**config.mk**
```make
export PLATFORM = sky130hd
export DESIGN_NAME = result_pipe_ep_flat
export DESIGN_NICKNAME = d
export VERILOG_FILES = /design/src/rtl/result_pipe_ep_if.sv /design/src/rtl/result_pipe_ep.sv /design/src/flat_wrapper.sv
export SDC_FILE = /design/constraint.sdc
export NUM_CORES = 1
export LEC_CHECK = 0
export ABC_AREA = 1
export CAP_MARGIN = 25
export CORE_AREA = 3 3 536 538
export DETAILED_ROUTE_END_ITERATION = 7
export DIE_AREA = 0 0 539 541
export PLACE_DENSITY = 0.34
export SLEW_MARGIN = 0
export SYNTH_ARGS = -nofsm -noshare
export SYNTH_HDL_FRONTEND = slang
export SYNTH_SLANG_ARGS = --single-unit
```
**constraint.sdc**
```tcl
create_clock -name clk -period 1.36 [get_ports clk]
set_input_delay 0.408 -clock clk [delete_from_list [all_inputs] [get_ports clk]]
set_output_delay 0.408 -clock clk [all_outputs]
set_load 0.005 [all_outputs]
```
**src/rtl/result_pipe_ep_if.sv**
```systemverilog
// Issue, flush, unit-result and result-staging bundle for the even-pipe result pipeline.
// The master side issues instructions and presents unit results; the slave side is the pipeline.
interface result_pipe_ep_if #(
  parameter int REG_DATA_WD = 128,
  parameter int ADDR_WD     = 7
);
  logic                   iss_valid;
  logic [ADDR_WD-1:0]     iss_rt;
  logic [2:0]             iss_idx;
  logic                   flush;
  logic                   res2_valid;
  logic [REG_DATA_WD-1:0] res2_data;
  logic                   res3_valid;
  logic [REG_DATA_WD-1:0] res3_data;
  logic                   res6_valid;
  logic [REG_DATA_WD-1:0] res6_data;

  logic [ADDR_WD-1:0]     rf_addr_s2, rf_addr_s3, rf_addr_s4, rf_addr_s5, rf_addr_s6, rf_addr_s7;
  logic [2:0]             rf_idx_s2, rf_idx_s3, rf_idx_s4, rf_idx_s5, rf_idx_s6, rf_idx_s7;
  logic [REG_DATA_WD-1:0] rf_data_s2, rf_data_s3, rf_data_s4, rf_data_s5, rf_data_s6, rf_data_s7;
  logic                   rf_we_wb;
  logic [ADDR_WD-1:0]     rf_addr_wb;
  logic [REG_DATA_WD-1:0] rf_data_wb;
  logic                   err;

  modport master (
    output iss_valid, iss_rt, iss_idx, flush,
    output res2_valid, res2_data, res3_valid, res3_data, res6_valid, res6_data,
    input  rf_addr_s2, rf_addr_s3, rf_addr_s4, rf_addr_s5, rf_addr_s6, rf_addr_s7,
    input  rf_idx_s2, rf_idx_s3, rf_idx_s4, rf_idx_s5, rf_idx_s6, rf_idx_s7,
    input  rf_data_s2, rf_data_s3, rf_data_s4, rf_data_s5, rf_data_s6, rf_data_s7,
    input  rf_we_wb, rf_addr_wb, rf_data_wb, err
  );

  modport slave (
    input  iss_valid, iss_rt, iss_idx, flush,
    input  res2_valid, res2_data, res3_valid, res3_data, res6_valid, res6_data,
    output rf_addr_s2, rf_addr_s3, rf_addr_s4, rf_addr_s5, rf_addr_s6, rf_addr_s7,
    output rf_idx_s2, rf_idx_s3, rf_idx_s4, rf_idx_s5, rf_idx_s6, rf_idx_s7,
    output rf_data_s2, rf_data_s3, rf_data_s4, rf_data_s5, rf_data_s6, rf_data_s7,
    output rf_we_wb, rf_addr_wb, rf_data_wb, err
  );
endinterface

```
**src/rtl/result_pipe_ep.sv**
```systemverilog
// Even-pipe result staging: entries shift s1..s7 then wb each cycle, capturing unit results
// at their completion stage. Invalid entries are held all-zero so outputs come straight from flops.
module result_pipe_ep #(
  parameter int REG_DATA_WD  = 128,
  parameter int ADDR_WD      = 7,
  parameter int FLUSH_STAGES = 2
) (
  input logic         clk,
  input logic         rst,
  result_pipe_ep_if.slave bus
);
  localparam int NST = 8;  // s1..s7 plus wb at index 8
  localparam bit KILL_S2 = (FLUSH_STAGES >= 2);
  localparam bit KILL_S5 = (FLUSH_STAGES >= 5);

  logic                   valid_q [1:NST];
  logic                   valid_d [1:NST];
  logic [ADDR_WD-1:0]     addr_q  [1:NST];
  logic [ADDR_WD-1:0]     addr_d  [1:NST];
  logic [2:0]             idx_q   [1:NST];
  logic [2:0]             idx_d   [1:NST];
  logic [REG_DATA_WD-1:0] data_q  [1:NST];
  logic [REG_DATA_WD-1:0] data_d  [1:NST];
  logic                   err_q, err_d;

  logic                   cap_hit [2:NST];
  logic [REG_DATA_WD-1:0] cap_val [2:NST];
  logic                   m2, m3, m6, iss_ok, iss_bad;

  assign m2      = valid_q[1] && (idx_q[1] == 3'd1);
  assign m3      = valid_q[2] && ((idx_q[2] == 3'd2) || (idx_q[2] == 3'd4));
  assign m6      = valid_q[5] && (idx_q[5] == 3'd3);
  assign iss_ok  = bus.iss_valid && !bus.flush && (bus.iss_idx >= 3'd1) && (bus.iss_idx <= 3'd4);
  assign iss_bad = bus.iss_valid && (bus.iss_idx > 3'd4);

  always_comb begin
    for (int k = 2; k <= NST; k++) begin
      cap_hit[k] = 1'b0;
      cap_val[k] = '0;
    end
    cap_hit[2] = m2;
    cap_val[2] = bus.res2_valid ? bus.res2_data : '0;
    cap_hit[3] = m3;
    cap_val[3] = bus.res3_valid ? bus.res3_data : '0;
    cap_hit[6] = m6;
    cap_val[6] = bus.res6_valid ? bus.res6_data : '0;
  end

  // Missing results on flushed entries are not errors; orphan results always are.
  always_comb begin
    err_d = err_q | iss_bad
          | (bus.res2_valid && !m2) | (!bus.res2_valid && m2 && !bus.flush)
          | (bus.res3_valid && !m3) | (!bus.res3_valid && m3 && !(bus.flush && KILL_S2))
          | (bus.res6_valid && !m6) | (!bus.res6_valid && m6 && !(bus.flush && KILL_S5));
  end

  assign valid_d[1] = iss_ok;
  assign addr_d[1]  = iss_ok ? bus.iss_rt : '0;
  assign idx_d[1]   = iss_ok ? bus.iss_idx : 3'd0;
  assign data_d[1]  = '0;

  generate
    for (genvar gi = 2; gi <= NST; gi++) begin : g_stage
      localparam bit KILLABLE = ((gi - 1) <= FLUSH_STAGES);
      logic keep;
      assign keep        = valid_q[gi-1] && !(bus.flush && KILLABLE);
      assign valid_d[gi] = keep;
      assign addr_d[gi]  = keep ? addr_q[gi-1] : '0;
      assign idx_d[gi]   = keep ? idx_q[gi-1] : 3'd0;
      assign data_d[gi]  = !keep ? '0 : (cap_hit[gi] ? cap_val[gi] : data_q[gi-1]);
    end
  endgenerate

  always_ff @(posedge clk) begin
    if (!rst) begin
      for (int k = 1; k <= NST; k++) begin
        valid_q[k] <= 1'b0;
        addr_q[k]  <= '0;
        idx_q[k]   <= 3'd0;
        data_q[k]  <= '0;
      end
      err_q <= 1'b0;
    end else begin
      for (int k = 1; k <= NST; k++) begin
        valid_q[k] <= valid_d[k];
        addr_q[k]  <= addr_d[k];
        idx_q[k]   <= idx_d[k];
        data_q[k]  <= data_d[k];
      end
      err_q <= err_d;
    end
  end

  assign bus.rf_addr_s2 = addr_q[2];
  assign bus.rf_addr_s3 = addr_q[3];
  assign bus.rf_addr_s4 = addr_q[4];
  assign bus.rf_addr_s5 = addr_q[5];
  assign bus.rf_addr_s6 = addr_q[6];
  assign bus.rf_addr_s7 = addr_q[7];
  assign bus.rf_idx_s2  = idx_q[2];
  assign bus.rf_idx_s3  = idx_q[3];
  assign bus.rf_idx_s4  = idx_q[4];
  assign bus.rf_idx_s5  = idx_q[5];
  assign bus.rf_idx_s6  = idx_q[6];
  assign bus.rf_idx_s7  = idx_q[7];
  assign bus.rf_data_s2 = data_q[2];
  assign bus.rf_data_s3 = data_q[3];
  assign bus.rf_data_s4 = data_q[4];
  assign bus.rf_data_s5 = data_q[5];
  assign bus.rf_data_s6 = data_q[6];
  assign bus.rf_data_s7 = data_q[7];
  assign bus.rf_we_wb   = valid_q[NST];
  assign bus.rf_addr_wb = addr_q[NST];
  assign bus.rf_data_wb = data_q[NST];
  assign bus.err        = err_q;
endmodule

```
**src/flat_wrapper.sv**
```systemverilog
// flat-port wrapper written by rule: the top's interface ports become plain ports
module result_pipe_ep_flat 
#(
  parameter int REG_DATA_WD  = 128,
  parameter int ADDR_WD      = 7,
  parameter int FLUSH_STAGES = 2
)
  (clk, rst, bus_iss_valid, bus_iss_rt, bus_iss_idx, bus_flush, bus_res2_valid, bus_res2_data, bus_res3_valid, bus_res3_data, bus_res6_valid, bus_res6_data, bus_rf_addr_s2, bus_rf_addr_s3, bus_rf_addr_s4, bus_rf_addr_s5, bus_rf_addr_s6, bus_rf_addr_s7, bus_rf_idx_s2, bus_rf_idx_s3, bus_rf_idx_s4, bus_rf_idx_s5, bus_rf_idx_s6, bus_rf_idx_s7, bus_rf_data_s2, bus_rf_data_s3, bus_rf_data_s4, bus_rf_data_s5, bus_rf_data_s6, bus_rf_data_s7, bus_rf_we_wb, bus_rf_addr_wb, bus_rf_data_wb, bus_err);
  result_pipe_ep_if #(.REG_DATA_WD(REG_DATA_WD), .ADDR_WD(ADDR_WD)) bus_i ();
  input logic clk;
  input logic rst;
  input wire logic [$bits(bus_i.iss_valid)-1:0] bus_iss_valid;
  input wire logic [$bits(bus_i.iss_rt)-1:0] bus_iss_rt;
  input wire logic [$bits(bus_i.iss_idx)-1:0] bus_iss_idx;
  input wire logic [$bits(bus_i.flush)-1:0] bus_flush;
  input wire logic [$bits(bus_i.res2_valid)-1:0] bus_res2_valid;
  input wire logic [$bits(bus_i.res2_data)-1:0] bus_res2_data;
  input wire logic [$bits(bus_i.res3_valid)-1:0] bus_res3_valid;
  input wire logic [$bits(bus_i.res3_data)-1:0] bus_res3_data;
  input wire logic [$bits(bus_i.res6_valid)-1:0] bus_res6_valid;
  input wire logic [$bits(bus_i.res6_data)-1:0] bus_res6_data;
  output wire logic [$bits(bus_i.rf_addr_s2)-1:0] bus_rf_addr_s2;
  output wire logic [$bits(bus_i.rf_addr_s3)-1:0] bus_rf_addr_s3;
  output wire logic [$bits(bus_i.rf_addr_s4)-1:0] bus_rf_addr_s4;
  output wire logic [$bits(bus_i.rf_addr_s5)-1:0] bus_rf_addr_s5;
  output wire logic [$bits(bus_i.rf_addr_s6)-1:0] bus_rf_addr_s6;
  output wire logic [$bits(bus_i.rf_addr_s7)-1:0] bus_rf_addr_s7;
  output wire logic [$bits(bus_i.rf_idx_s2)-1:0] bus_rf_idx_s2;
  output wire logic [$bits(bus_i.rf_idx_s3)-1:0] bus_rf_idx_s3;
  output wire logic [$bits(bus_i.rf_idx_s4)-1:0] bus_rf_idx_s4;
  output wire logic [$bits(bus_i.rf_idx_s5)-1:0] bus_rf_idx_s5;
  output wire logic [$bits(bus_i.rf_idx_s6)-1:0] bus_rf_idx_s6;
  output wire logic [$bits(bus_i.rf_idx_s7)-1:0] bus_rf_idx_s7;
  output wire logic [$bits(bus_i.rf_data_s2)-1:0] bus_rf_data_s2;
  output wire logic [$bits(bus_i.rf_data_s3)-1:0] bus_rf_data_s3;
  output wire logic [$bits(bus_i.rf_data_s4)-1:0] bus_rf_data_s4;
  output wire logic [$bits(bus_i.rf_data_s5)-1:0] bus_rf_data_s5;
  output wire logic [$bits(bus_i.rf_data_s6)-1:0] bus_rf_data_s6;
  output wire logic [$bits(bus_i.rf_data_s7)-1:0] bus_rf_data_s7;
  output wire logic [$bits(bus_i.rf_we_wb)-1:0] bus_rf_we_wb;
  output wire logic [$bits(bus_i.rf_addr_wb)-1:0] bus_rf_addr_wb;
  output wire logic [$bits(bus_i.rf_data_wb)-1:0] bus_rf_data_wb;
  output wire logic [$bits(bus_i.err)-1:0] bus_err;
  assign bus_i.iss_valid = bus_iss_valid;
  assign bus_i.iss_rt = bus_iss_rt;
  assign bus_i.iss_idx = bus_iss_idx;
  assign bus_i.flush = bus_flush;
  assign bus_i.res2_valid = bus_res2_valid;
  assign bus_i.res2_data = bus_res2_data;
  assign bus_i.res3_valid = bus_res3_valid;
  assign bus_i.res3_data = bus_res3_data;
  assign bus_i.res6_valid = bus_res6_valid;
  assign bus_i.res6_data = bus_res6_data;
  assign bus_rf_addr_s2 = bus_i.rf_addr_s2;
  assign bus_rf_addr_s3 = bus_i.rf_addr_s3;
  assign bus_rf_addr_s4 = bus_i.rf_addr_s4;
  assign bus_rf_addr_s5 = bus_i.rf_addr_s5;
  assign bus_rf_addr_s6 = bus_i.rf_addr_s6;
  assign bus_rf_addr_s7 = bus_i.rf_addr_s7;
  assign bus_rf_idx_s2 = bus_i.rf_idx_s2;
  assign bus_rf_idx_s3 = bus_i.rf_idx_s3;
  assign bus_rf_idx_s4 = bus_i.rf_idx_s4;
  assign bus_rf_idx_s5 = bus_i.rf_idx_s5;
  assign bus_rf_idx_s6 = bus_i.rf_idx_s6;
  assign bus_rf_idx_s7 = bus_i.rf_idx_s7;
  assign bus_rf_data_s2 = bus_i.rf_data_s2;
  assign bus_rf_data_s3 = bus_i.rf_data_s3;
  assign bus_rf_data_s4 = bus_i.rf_data_s4;
  assign bus_rf_data_s5 = bus_i.rf_data_s5;
  assign bus_rf_data_s6 = bus_i.rf_data_s6;
  assign bus_rf_data_s7 = bus_i.rf_data_s7;
  assign bus_rf_we_wb = bus_i.rf_we_wb;
  assign bus_rf_addr_wb = bus_i.rf_addr_wb;
  assign bus_rf_data_wb = bus_i.rf_data_wb;
  assign bus_err = bus_i.err;
  result_pipe_ep #(.REG_DATA_WD(REG_DATA_WD), .ADDR_WD(ADDR_WD), .FLUSH_STAGES(FLUSH_STAGES)) u_core (.clk(clk), .rst(rst), .bus(bus_i));
endmodule
```
==> results of run 1 <==
## worst max-delay path, stage by stage (launching register included)
cell and delay, ps:
dfxtp_2 340, buf_12 130, buf_8 130
## state kept, by name, summed over array words and instances, names as in the netlist
name / cells
u_core.addr_q: 56
u_core.bus.err: 1
u_core.data_q: 896
u_core.idx_q: 21
u_core.valid_q: 8
## how the worst max path moves through the flow
stage | to | startpoint
floorplan | u_core.data_q[1][100] | rst
global placement | u_core.data_q[0][292] | rst
detailed placement | u_core.data_q[0][427] | rst
CTS | bus_rf_data_s5[99] | u_core.data_q[1][227]
global route | bus_rf_data_s5[99] | u_core.data_q[1][227]
finish | bus_rf_data_s5[99] | u_core.data_q[1][227]
## area by class of cell
class / instances / share of cell area
Antenna cell: 10 / 0.000403
Clock buffer: 197 / 0.0638
Clock inverter: 37 / 0.00682
Inverter: 736 / 0.0450
Multi-Input combinational cell: 1520 / 0.133
Sequential cell: 982 / 0.342
Tap cell: 3743 / 0.0755
Timing Repair Buffer: 2022 / 0.334
## per-stage QoR
step                utilization  std cells
CTS                       0.208       9119
detailed placement        0.187       8772
floorplan                     -       3444
finish                    0.220       9247
global placement          0.187       8772
global route              0.220       9242
## report_power, final
group	leakage, nW	switching, mW	total [mW]	internal, mW
sequential	8.42	0.00451	28.4	28.4
combinational	13.4	0.656	1.81	1.16
clock	2.15	14.3	35.7	21.4
## metal layers
metal | track usage | share of wire | wire (µm)
met2 | 0.220 | 0.46 | 102000
met1 | 0.179 | 0.44 | 97400
met4 | 0.0298 | 0.021 | 4550
met5 | 0 | 0 | 0
met3 | 0.0464 | 0.081 | 17900
## timing repair
action,in CTS,in global routing
gates resized for setup,4489,1288
endpoints found under the setup margin,1279,1334
hold endpoints to repair,1,0
buffers inserted,153,94
hold buffers,1,0
gates cloned,0,39
pin swaps,0,75
## Yosys cell counts (2+ instances only)
master,number
clkbuf_1,118
nor2_4,2
a21oi_1,257
inv_1,733
buf_6,12
nand2_1,277
nor2_2,100
dfxtp_1,982
buf_2,42
buf_1,14
nor2_1,621
nand3b_1,128
nand3_1,131
inv_2,2
buf_4,20
## cell families (layout without fill, tap and decap cells)
logic type / after synthesis / count (layout) / share of synthesized area
DFF: 982 / 982 / 0.648
AOI/OAI and AO/OA: 258 / 258 / 0.0426
buffers and inverters: 942 / 2992 / 0.124
other: 0 / 10 / 0
and+or+nand+nor: 1261 / 1261 / 0.186
xor gates and xnor gates: 1 / 1 / 0.000289
==> results.md, run 1 <==
* Status: finished, violations left
* Violated checks: setup timing
* Number of DRC markers in iteration 0 at 1,389
* Pwr per Cell Area at 1060 nW/µm²
* Reg2reg start: u_core.idx_q[0][6]
* Detailed Place HPWL at 175 mm
* FF+latch count, synth at 982
* Relative max-transition margin at 0.621
* Worst slack at placement at -936 ps
* Core area at 283,000 µm²
* Largest net degree at the start of global routing at 55
* Placed Area at 52,800 µm²
* RSZ-0062 raised after global routing: true
* Max clock buf depth at 4
* Finished Cell Area at 62,000 µm²
* Initial antenna violation count at 33
* Via count at 29,100
* Synth area leaders: dfxtp_1 (65%), inv_1 (9.1%), nor2_1 (7.7%), a21oi_1 (4.2%), nand2_1 (3.4%)
* DR DRC count at 0
* Crit path kind: reg -> out
* Hold Path Sink: u_core.data_q[0][369]
* Cells after Synth at 3,444
* WL final at 222 mm
* Port Buffer Count at 1,365
* Clk slew on worst S/H paths at 60 ps
* Commonest cells after routing, fill and taps aside: inv_1 (729), buf_6 (727), dfxtp_2 (723)
* Final setup fails at 1,337
* Layout Area Growth over Synthesis at 104%
* GRT Overall Usage at 0.138
* Fin. max-slew vios at 0
* Hold depth at 3
* DRT Pass-1 Iters at 5
* CP arrival at 1390 ps
* Multi-input logic area at 8230 µm²
* Post-synth top area share at 0.648
* Die area at 292,000 µm²
* Worst reg2reg path depth at 9
* Fin Hold WS at 134 ps
* Final Hold Viols at 0
* Leak pwr at 23.9 nW
* EDFF count, synth at 0
* HP Start: bus_res2_data[113]
* Fraction of layout instances using a drive strength above 1 at 0.553
* Worst Skew at 56.8 ps
* Peak Freq at 0.555 GHz
* Final nets at 5,800
* WP data required at 950 ps
* Wire per inst at 24.0 µm
* Die height at 541 µm
* Ys Warns at 0
* CTS Buf Count at 137
* Clock net sink count at 982
* Total Power at 65.9 mW
* Max_cap viols at 0
* Root buf cell: clkbuf_16
* Vias per inst at 3.15
* CP startpoint kind: flip-flop
* Net Count, Synth at 3,845
* Sequential fraction of the synthesis area at 0.648
* Critical Path End Type: output port
* Worst R2R End: u_core.data_q[0][399]
* Filler cells at 31,100
* Period minus WS final at 1800 ps
* Synth Cell Area at 30,400 µm²
* GPL Wtd Cong at 0.870
* Register area at 21,200 µm²
* Critical Path Fanout Max at 2
* Most common cell after layout, fill and taps aside: inv_1
* Worst Hold Class: in -> reg
* Worst slew pin tran at 568 ps
* Post-synthesis async set-or-reset flop share at 0
* Setup WS post-layout at -441 ps
* Fin Setup TNS at -321,850 ps
* IO Pins at 1,366
* Distinct cells, synth at 20
* Detail Route Antenna Nets at 0
* Final period util at 1.32
* H-tree depth at 4
* Starting Density at 0.107
* Global route overflow at 0
* Top FF cell, synth: dfxtp_1
* Worst VDD drop at 0.781 mV
* Die W at 539 µm
* First-pass GRT wire length at 272 mm
* Vias in the first global route at 29,100
* CTS tree: done
* Clock latency on the worst-skew pair at 780 ps
* Cell row count at 195
* Syn avg cell area at 8.82 µm²
* FF-to-FF setup slack at -410 ps
* Largest area contributor in the netlist: dfxtp_1
(Power assumes the default switching activity.)
==> run 2, diff against run 1 <==
ABC_CLOCK_PERIOD_IN_PS = 1360   (was unset)
SLEW_MARGIN = unset   (was 0)
==> results of run 2 <==
The final DEF is identical to that of run 1; final timing and power are the same.
==> run 3, diff against run 2 <==
CTS_CLUSTER_SIZE = 28   (was unset)
==> results of run 3 <==
The final DEF is identical to that of run 1; final timing and power are the same.
